==> config.mk <==
export PLATFORM = sky130hd
export DESIGN_NAME = board_writer
export DESIGN_NICKNAME = d
export VERILOG_FILES = /design/src/rtl/board_writer.sv
export SDC_FILE = /design/constraint.sdc
export NUM_CORES = 1
export LEC_CHECK = 0
export CAP_MARGIN = 0
export CORE_MARGIN = 3
export CORE_UTILIZATION = 35
export CTS_BUF_LIST = sky130_fd_sc_hd__clkbuf_16
export DETAILED_ROUTE_END_ITERATION = 6
export PLACE_DENSITY_LB_ADDON = 0.08
export SLEW_MARGIN = 20
export SYNTH_ARGS = -nofsm -noshare
export SYNTH_HDL_FRONTEND = slang
export SYNTH_SLANG_ARGS = --single-unit
==> constraint.sdc <==
create_clock -name clk -period 8.65 [get_ports clk]
set_input_delay 2.595 -clock clk [delete_from_list [all_inputs] [get_ports clk]]
set_output_delay 2.595 -clock clk [all_outputs]
set_load 0.005 [all_outputs]
==> src/rtl/board_writer.sv <==
// board_writer: owns white/black stone bitmaps and counts, applies one move at a time (place, then FLIPS_PER_CYCLE-bit flip chunks); BOARD_WRITER_OCCUPY_CHECK_EN rejects occupied targets via err
module board_writer #(
  parameter int FLIPS_PER_CYCLE = 8
) (
  input  logic        clk,
  input  logic        rst,
  input  logic        init,
  input  logic        req_valid,
  output logic        req_ready,
  input  logic [5:0]  req_pos,
  input  logic        req_color,
  input  logic [63:0] req_flip,
  output logic        done,
  output logic        err,
  output logic [63:0] WhiteData,
  output logic [63:0] BlackData,
  output logic [7:0]  cnt_white,
  output logic [7:0]  cnt_black
);
  localparam int N = 64 / FLIPS_PER_CYCLE;
  localparam logic [63:0] CHUNK0 = (64'd1 << FLIPS_PER_CYCLE) - 64'd1;
  localparam logic [63:0] W_INIT = (64'd1 << 27) | (64'd1 << 36);
  localparam logic [63:0] B_INIT = (64'd1 << 28) | (64'd1 << 35);
  typedef enum logic [2:0] {IDLE, PLACE, FLIP, DONE, ERR} state_t;
  state_t      state_q, state_d;
  logic [5:0]  pos_q, pos_d;
  logic        col_q, col_d;
  logic [63:0] flip_q, flip_d, w_q, w_d, b_q, b_d;
  logic [7:0]  cw_q, cw_d, cb_q, cb_d;
  logic [6:0]  k_q, k_d;
  logic [63:0] mov, opp, mov_n, opp_n, posbit, flips;
  logic [7:0]  mcnt, ocnt, mcnt_n, ocnt_n, pc;

  function automatic logic [7:0] popcnt(input logic [63:0] v);
    logic [7:0] c;
    c = '0;
    for (int i = 0; i < 64; i++) c = c + {7'd0, v[i]};
    return c;
  endfunction

  always_comb begin
    state_d = state_q;
    pos_d = pos_q;
    col_d = col_q;
    flip_d = flip_q;
    k_d = k_q;
    mov = col_q ? w_q : b_q;
    opp = col_q ? b_q : w_q;
    mcnt = col_q ? cw_q : cb_q;
    ocnt = col_q ? cb_q : cw_q;
    mov_n = mov;
    opp_n = opp;
    mcnt_n = mcnt;
    ocnt_n = ocnt;
    posbit = 64'd1 << pos_q;
    flips = flip_q & opp & ~posbit & (CHUNK0 << (32'(k_q) * FLIPS_PER_CYCLE));
    pc = popcnt(flips);
    case (state_q)
      IDLE: if (req_valid) begin
        pos_d = req_pos;
        col_d = req_color;
        flip_d = req_flip;
        state_d = PLACE;
      end
      PLACE: begin
        k_d = '0;
        state_d = FLIP;
`ifdef BOARD_WRITER_OCCUPY_CHECK_EN
        if (|((w_q | b_q) & posbit)) state_d = ERR;
        else begin
          mov_n = mov | posbit;
          mcnt_n = mcnt + 8'd1;
        end
`else
        if (!mov[pos_q]) begin
          mov_n = mov | posbit;
          mcnt_n = mcnt + 8'd1;
          opp_n = opp & ~posbit;
          ocnt_n = opp[pos_q] ? ocnt - 8'd1 : ocnt;
        end
`endif
      end
      FLIP: begin
        mov_n = mov | flips;
        opp_n = opp & ~flips;
        mcnt_n = mcnt + pc;
        ocnt_n = ocnt - pc;
        k_d = k_q + 7'd1;
        state_d = (k_q == 7'(N - 1)) ? DONE : FLIP;
      end
      default: state_d = IDLE;
    endcase
    w_d = col_q ? mov_n : opp_n;
    b_d = col_q ? opp_n : mov_n;
    cw_d = col_q ? mcnt_n : ocnt_n;
    cb_d = col_q ? ocnt_n : mcnt_n;
  end

  always_ff @(posedge clk) begin
    if (rst || init) begin
      state_q <= IDLE;
      pos_q <= '0;
      col_q <= 1'b0;
      flip_q <= '0;
      k_q <= '0;
      w_q <= W_INIT;
      b_q <= B_INIT;
      cw_q <= 8'd2;
      cb_q <= 8'd2;
    end else begin
      state_q <= state_d;
      pos_q <= pos_d;
      col_q <= col_d;
      flip_q <= flip_d;
      k_q <= k_d;
      w_q <= w_d;
      b_q <= b_d;
      cw_q <= cw_d;
      cb_q <= cb_d;
    end
  end

  assign req_ready = state_q == IDLE;
  assign done = state_q == DONE;
`ifdef BOARD_WRITER_OCCUPY_CHECK_EN
  assign err = state_q == ERR;
`else
  assign err = 1'b0;
`endif
  assign WhiteData = w_q;
  assign BlackData = b_q;
  assign cnt_white = cw_q;
  assign cnt_black = cb_q;
endmodule

---- After elaboration in Yosys (flattened, before gate mapping) ----
Index checks and enable logic that the tools add are counted.
storage, ports and cells
  flip-flop bits (word level) ............. 225
  bits of input ports ..................... 75
  output and inout bits ................... 147
  word-level logic and storage cells ...... 123
cells by class
  add/sub/neg operators ................... 68
  $lt $le $gt $ge ......................... 1
  equality and inequality tests ........... 5
  shifts and indexed selects .............. 2
  multiplexer cells ....................... 25
  bitwise logic cells ..................... 9
  reductions and logical operators ........ 4
operator list
  kind                                                number
  adder 8 x 1 -> 8 bit                                56
  two-way mux 64 bit                                  6
  bitwise AND 64 bit                                  5
  one-hot mux 64 bit (2 select lines)                 2
  inverter 64 bit                                     2
  OR 64 bit                                           2
  << shifter 1 x 6 -> 64 bit, first input constant    1
  << shifter 8 x 10 -> 64 bit, first input constant   1
  two-way mux 8 bit                                   7
  one-hot mux 8 bit (2 select lines)                  2
  one-hot mux 7 bit (2 select lines)                  1
  binary-select mux 1 bit (select 6 bit)              2
  one-hot mux 3 bit (3 select lines)                  1
  adder 7 x 1 -> 8 bit                                1
  adder 8 x 1 -> 8 bit, second input constant         1
  adder 8 bit                                         1
  subtractor 8 x 1 -> 8 bit, second input constant    1
  subtractor 8 bit                                    1
  adder 6 x 1 -> 7 bit                                1
  adder 7 x 1 -> 7 bit, second input constant         1
  == test 7 x 3 -> 1 bit, second input constant       1
  < comparator 6 x 7 -> 1 bit, second input constant  1
  adder 5 x 1 -> 6 bit                                1
  == test 3 x 2 -> 1 bit, second input constant       2
  12 further kinds                                    14

---- Depth between registers and ports, before layout ----
  depth in word-level cells ............... 70
  depth in mapped cells ................... 39
  mapped depth without buffers ............ 33

---- Worst setup path after synthesis ----
No wires, ideal clock.
  kind .................................... register to register
  start point ............................. register col_q
  end point ............................... register cb_q[7] (netlist: cnt_black[7])
  setup time .............................. 0.129 ns
  arrival time ............................ 8.862 ns
  data required time ...................... 8.521 ns
  path slack .............................. -0.341 ns
  cell stages (with the launch flop) ...... 36
  path buffers ............................ 8
  period minus slack after synthesis ...... 8.991 ns
  cell sequence ........................... dfxtp_1 -> buf_4 -> buf_6 -> buf_6 -> buf_4 -> buf_4 -> buf_4 -> buf_2 -> buf_2 -> o211ai_1 -> a211oi_1 -> fa_1 -> fa_1 -> inv_1 -> fa_1 -> inv_1 -> fa_1 -> inv_1 -> fa_1 -> fa_1 -> fa_1 -> inv_1 -> fa_1 -> ha_1 -> fa_1 -> inv_1 -> ha_1 -> nor2b_1 -> o21ai_0 -> a21boi_0 -> o21a_1 -> o21a_1 -> o21a_1 -> o21a_1 -> o311ai_0 -> nand2_1
between the ends
  longest elaborated chain between the ends .. 70
  elaborated cells between the ends (all ways) .. 84
  those cells by class .................... 67 x add/sub; 14 x mux; 3 x bitwise
ends and longest elaborated chain
  item                                                    RTL line  text
  start, declared                                         27        logic col_q, col_d;
  start signal, assigned                                  113       col_q <= col_d;
  two-way mux 64 bit                                      48        opp = col_q ? b_q : w_q;
  bitwise AND 64 bit (3 in a row)                         56        flips = flip_q & opp & ~posbit & (CHUNK0 << (32'(k_q) * FLIPS_PER_CYCLE));
  adder 1 x 1 -> 2 bit                                    37        for (int i = 0; i < 64; i++) c = c + {7'd0, v[i]};
  adder 2 x 1 -> 3 bit                                    37
  adder 3 x 1 -> 4 bit                                    37
  adder 4 x 1 -> 5 bit                                    37
  adder 5 x 1 -> 6 bit                                    37
  adder 6 x 1 -> 7 bit                                    37
  adder 7 x 1 -> 8 bit                                    37
  adder 8 x 1 -> 8 bit (56 in a row)                      37
  adder 8 bit / subtractor 8 bit (equally long branches)  86, 87
  one-hot mux 8 bit (2 select lines)                      58        case (state_q)
  two-way mux 8 bit *                                     96        cb_d = col_q ? ocnt_n : mcnt_n;
  end signal, assigned                                    109       cb_q <= 8'd2;
  end signal, assigned                                    119       cb_q <= cb_d;
  end, declared                                           29        logic [7:0] cw_q, cw_d, cb_q, cb_d;
Mark *: on every way between the ends. The rest lies on a longest branch, timed or not. The select of a mux whose other input is x is not followed.
A chain may end at the register's enable or synchronous reset.

---- Worst setup path in the final report ----
  start point ............................. register k_q[5]
  end point ............................... register cb_q[7] (netlist: cnt_black[7])
between the ends
  longest elaborated chain between the ends .. 68
  elaborated cells between the ends (all ways) .. 70
  those cells by class .................... 65 x add/sub; 1 x shift; 3 x mux; 1 x bitwise
ends and longest elaborated chain
  item                                                    RTL line  text
  start, declared                                         30        logic [6:0] k_q, k_d;
  start signal, assigned                                  115       k_q <= k_d;
  << shifter 8 x 10 -> 64 bit *                           56
  bitwise AND 64 bit *                                    56
  adder 1 x 1 -> 2 bit                                    37
  adder 2 x 1 -> 3 bit                                    37
  adder 3 x 1 -> 4 bit                                    37
  adder 4 x 1 -> 5 bit                                    37
  adder 5 x 1 -> 6 bit                                    37
  adder 6 x 1 -> 7 bit                                    37
  adder 7 x 1 -> 8 bit                                    37
  adder 8 x 1 -> 8 bit (55 in a row)                      37
  adder 8 x 1 -> 8 bit *                                  37
  adder 8 bit / subtractor 8 bit (equally long branches)  86, 87
  one-hot mux 8 bit (2 select lines)                      58
  two-way mux 8 bit *                                     96
Mark *: on every way between the ends. The rest lies on a longest branch, timed or not.

==> flow_summary.ini <==
[run_status]
status = finished, final reports clean

[timing]
skew_ps = 17.4
slew_viol_final = 0
fin_hold_ws_ps = 458
hold_viol = 0
setup-violations-final = 0
post-route-period-util_pct = 98.7
rsz0062_at_grt = true
tightest_slew_ps = 1140
fin_tns_setup_ps = 0
max_slew_margin_pct = 23.7
fin_crit_ps = 8540
fmax_ghz = 0.117

[routing]
routed_via_density = 6.21
drt-total-wl_um = 76300
drt_iter0_markers = 1875
ant_nets = 0
vias = 18000
drc = 0
wl_per_cell_um = 26.3
drt-pass1-iter-count = 6

[global_route]
grt_pass1_wl_um = 113000
grt_most_used_layer = met2
met3_usage_pct = 5.29
grtUsageMet1_pct = 39.2
grt_max_degree = 69
antenna_found_initial = 1
grt_util_all_layers_pct = 28.7
grt_overflow = 0
first_global_vias = 17600
grt_use_met2_pct = 46.0

[floorplanning]
core_mm2 = 0.0480
ioPinCount = 222
rows = 80
dieArea_mm2 = 0.0517
die_w_um = 227
die_h_um = 227
initial_core_util_pct = 35.7

[cts]
clk-insertion-delay-late_ps = 580
cts_root_buffer = clkbuf_16
cts-buffers-inserted = 28
hold_buffers = 0
cts_sinks = 224
cts_tree = built
cts_buffer_depth = 3
htree_levels = 1
cts.reportedPaths.clkPinSlew_ps = 70

[logic_synthesis]
netlist_instances = 2045
yosysSeqAreaShare_pct = 26.1
synth-seq-cells = 224
synth_edf_count = 0
synth-main-ff-cell = dfxtp_1
yosysWarningCount = 0
synthArstFlopShare_pct = 0
ys_types = 84
avgSynthCellArea_um2 = 8.39
syn_area_mm2 = 0.0172
synth_fp_nets = 2212

[setup_path]
cp_data_required_time_ps = 9110
crit_path_max_incr_delay_ps = 650
worstRegToRegCells = 29
endpoint = cnt_black[7]
r2r_setup_slack_ps = 110
r2r_end = cnt_black[7]
crit_fanout = 6
path_class = register to register
cp.arrival_ps = 9000
worst_path_most_repeated_cell = fa_1
critPathLaunchType = register
r2r-start = k_q[5]
critPathCaptureType = register
cp-startpoint = k_q[5]
cp_slowest_cell = fa_2

[layout]
drive_gt1_share_pct = 17.7
syn2layout_area_growth_pct = 27.6
final_common_cell = nand2_1
fillerInstances = 4720
final_nets = 2433
final_cell_mix = nand2_1, dfxtp_1, clkdlybuf4s50_1
n_antenna_cell = 0

[pwr]
powerDensity_mw_per_mm2 = 121
ir_worst_vdd_mv = 0.116
p_comb_share_pct = 12.0
p_int_uw = 1940
switching_power_uw = 721
clockPowerShare_pct = 48.2
power_leakage_uw = 0.00773
seq_power_share_pct = 39.9
swShare_pct = 27.1

[placement]
routabilityCongestion = 0.915
portBuffers = 220
dp_hpwl_um = 53300

[worst_hold_path]
hp-class = register to register

[run]
cap_violations = 0
## synth_stat cells, drive strengths merged, types with 5 or more instances
| library cell | instances | area share [%] |
|---|---|---|
| buf | 62 | 2.3 |
| fa | 56 | 6.5 |
| nor3 | 23 | 0.90 |
| xnor2 | 7 | 0.36 |
| or2 | 6 | 0.22 |
| o32ai | 35 | 1.9 |
| dfxtp | 224 | 26 |
| mux4 | 53 | 7.0 |
| nand2b | 35 | 1.3 |
| a221oi | 70 | 4.2 |
| a21oi | 163 | 4.8 |
| ha | 36 | 2.6 |
| nor2b | 13 | 0.47 |
| mux2i | 97 | 5.7 |
| xor2 | 8 | 0.41 |
| a21boi | 5 | 0.24 |
| nor2 | 70 | 1.8 |
| inv | 90 | 2.0 |
| nand2 | 342 | 7.5 |
| a21o | 13 | 0.57 |
| o211ai | 19 | 0.83 |
| mux2 | 44 | 2.9 |
| o21ai | 29 | 0.85 |
| nand4 | 53 | 1.9 |
| o22ai | 147 | 5.4 |
| a211oi | 18 | 0.79 |
| nand3 | 105 | 3.1 |
| a22oi | 18 | 0.85 |
| clkbuf | 131 | 2.9 |
## cell type report
cell class	instances	area [um2]	area share, %
tap	615	769	3.51
sequential	224	4500	20.5
timing repair buffer	384	3510	16.0
inverter	90	338	1.54
multi-input combinational	1538	11800	53.9
clock buffer	29	726	3.31
clock inverter	22	253	1.15
## metrics by stage
| stage | setup WS [ps] | utilization, % | cell area [um2] | power (uW) | std cells |
|---|---|---|---|---|---|
| 6_report | 109 | 45.6 | 21900 | 2660 | 2902 |
| 5_1_grt | -113 | 45.6 | 21900 | 2730 | 2902 |
| 4_1_cts | 3.44 | 44.8 | 21500 | 2670 | 2887 |
| 3_5_place_dp | -216 | 42.7 | 20500 | 1390 | 2836 |
| 3_3_place_gp | -30.6 | 42.7 | 20500 | 1390 | 2836 |
| 2_1_floorplan | -51.0 | - | 17200 | 1260 | 2045 |
## what timing repair did
action	in CTS	in global routing
gates cloned	0	0
gates resized for setup	5	58
pin swaps	0	26
buffers inserted	0	14
setup endpoints to repair	6	8
## kinds of logic (layout without fill, tap and decap cells)
kind of cell,after synthesis,count (layout),synth area share [%]
compound gates,566,566,23.0
xor+xnor,15,15,0.766
fa+ha+maj,92,92,9.16
buf+inv,283,525,7.18
flops,224,224,26.1
mux,194,194,15.5
other cells,1,1,0.0219
simple gates,670,670,18.2
## worst min path at each step
stage	startpoint	to	slack, ps	depth (start not counted)
floorplan	flip_q[35]	flip_q[35]	440	2
global placement	flip_q[61]	flip_q[61]	450	2
detailed placement	flip_q[49]	flip_q[49]	450	2
CTS	flip_q[51]	flip_q[51]	460	2
global route	flip_q[50]	flip_q[50]	480	2
finish	flip_q[49]	flip_q[49]	460	2
## worst max-delay path: cells and delay by family, from the launching register on
| kind | cells | cell delay, ps |
|---|---|---|
| AO/OA/AOI/OAI | 8 | 1540 |
| adder cells (fa/ha/maj) | 11 | 5120 |
| AND/OR/NAND/NOR | 5 | 1130 |
| buffers and inverters | 5 | 260 |
| flip-flops | 1 | 360 |
## power by group through the flow
stage / registers [uW] / logic (uW) / clock network [uW]
after CTS: 1060 / 310 / 1300
final: 1060 / 318 / 1280
after detailed placement: 1080 / 309 / 0
after global placement: 1080 / 307 / 0
after floorplan: 1070 / 185 / 0
after global routing: 1060 / 338 / 1340
## metal layers
metal | wire length, um | vias up
met3 | 6640 | 171
li1 | - | 8056
met4 | 2730 | 2
met2 | 34600 | 930
met1 | 32300 | 8850
met5 | 13 | -
## sequential cells by signal (all words and copies together), names as in the netlist
register,flops
BlackData,64
WhiteData,64
cnt_black,8
cnt_white,8
col_q,1
flip_q,64
k_q,7
pos_q,6
state_q,2
Note: power is estimated with default switching activity, not from simulation.
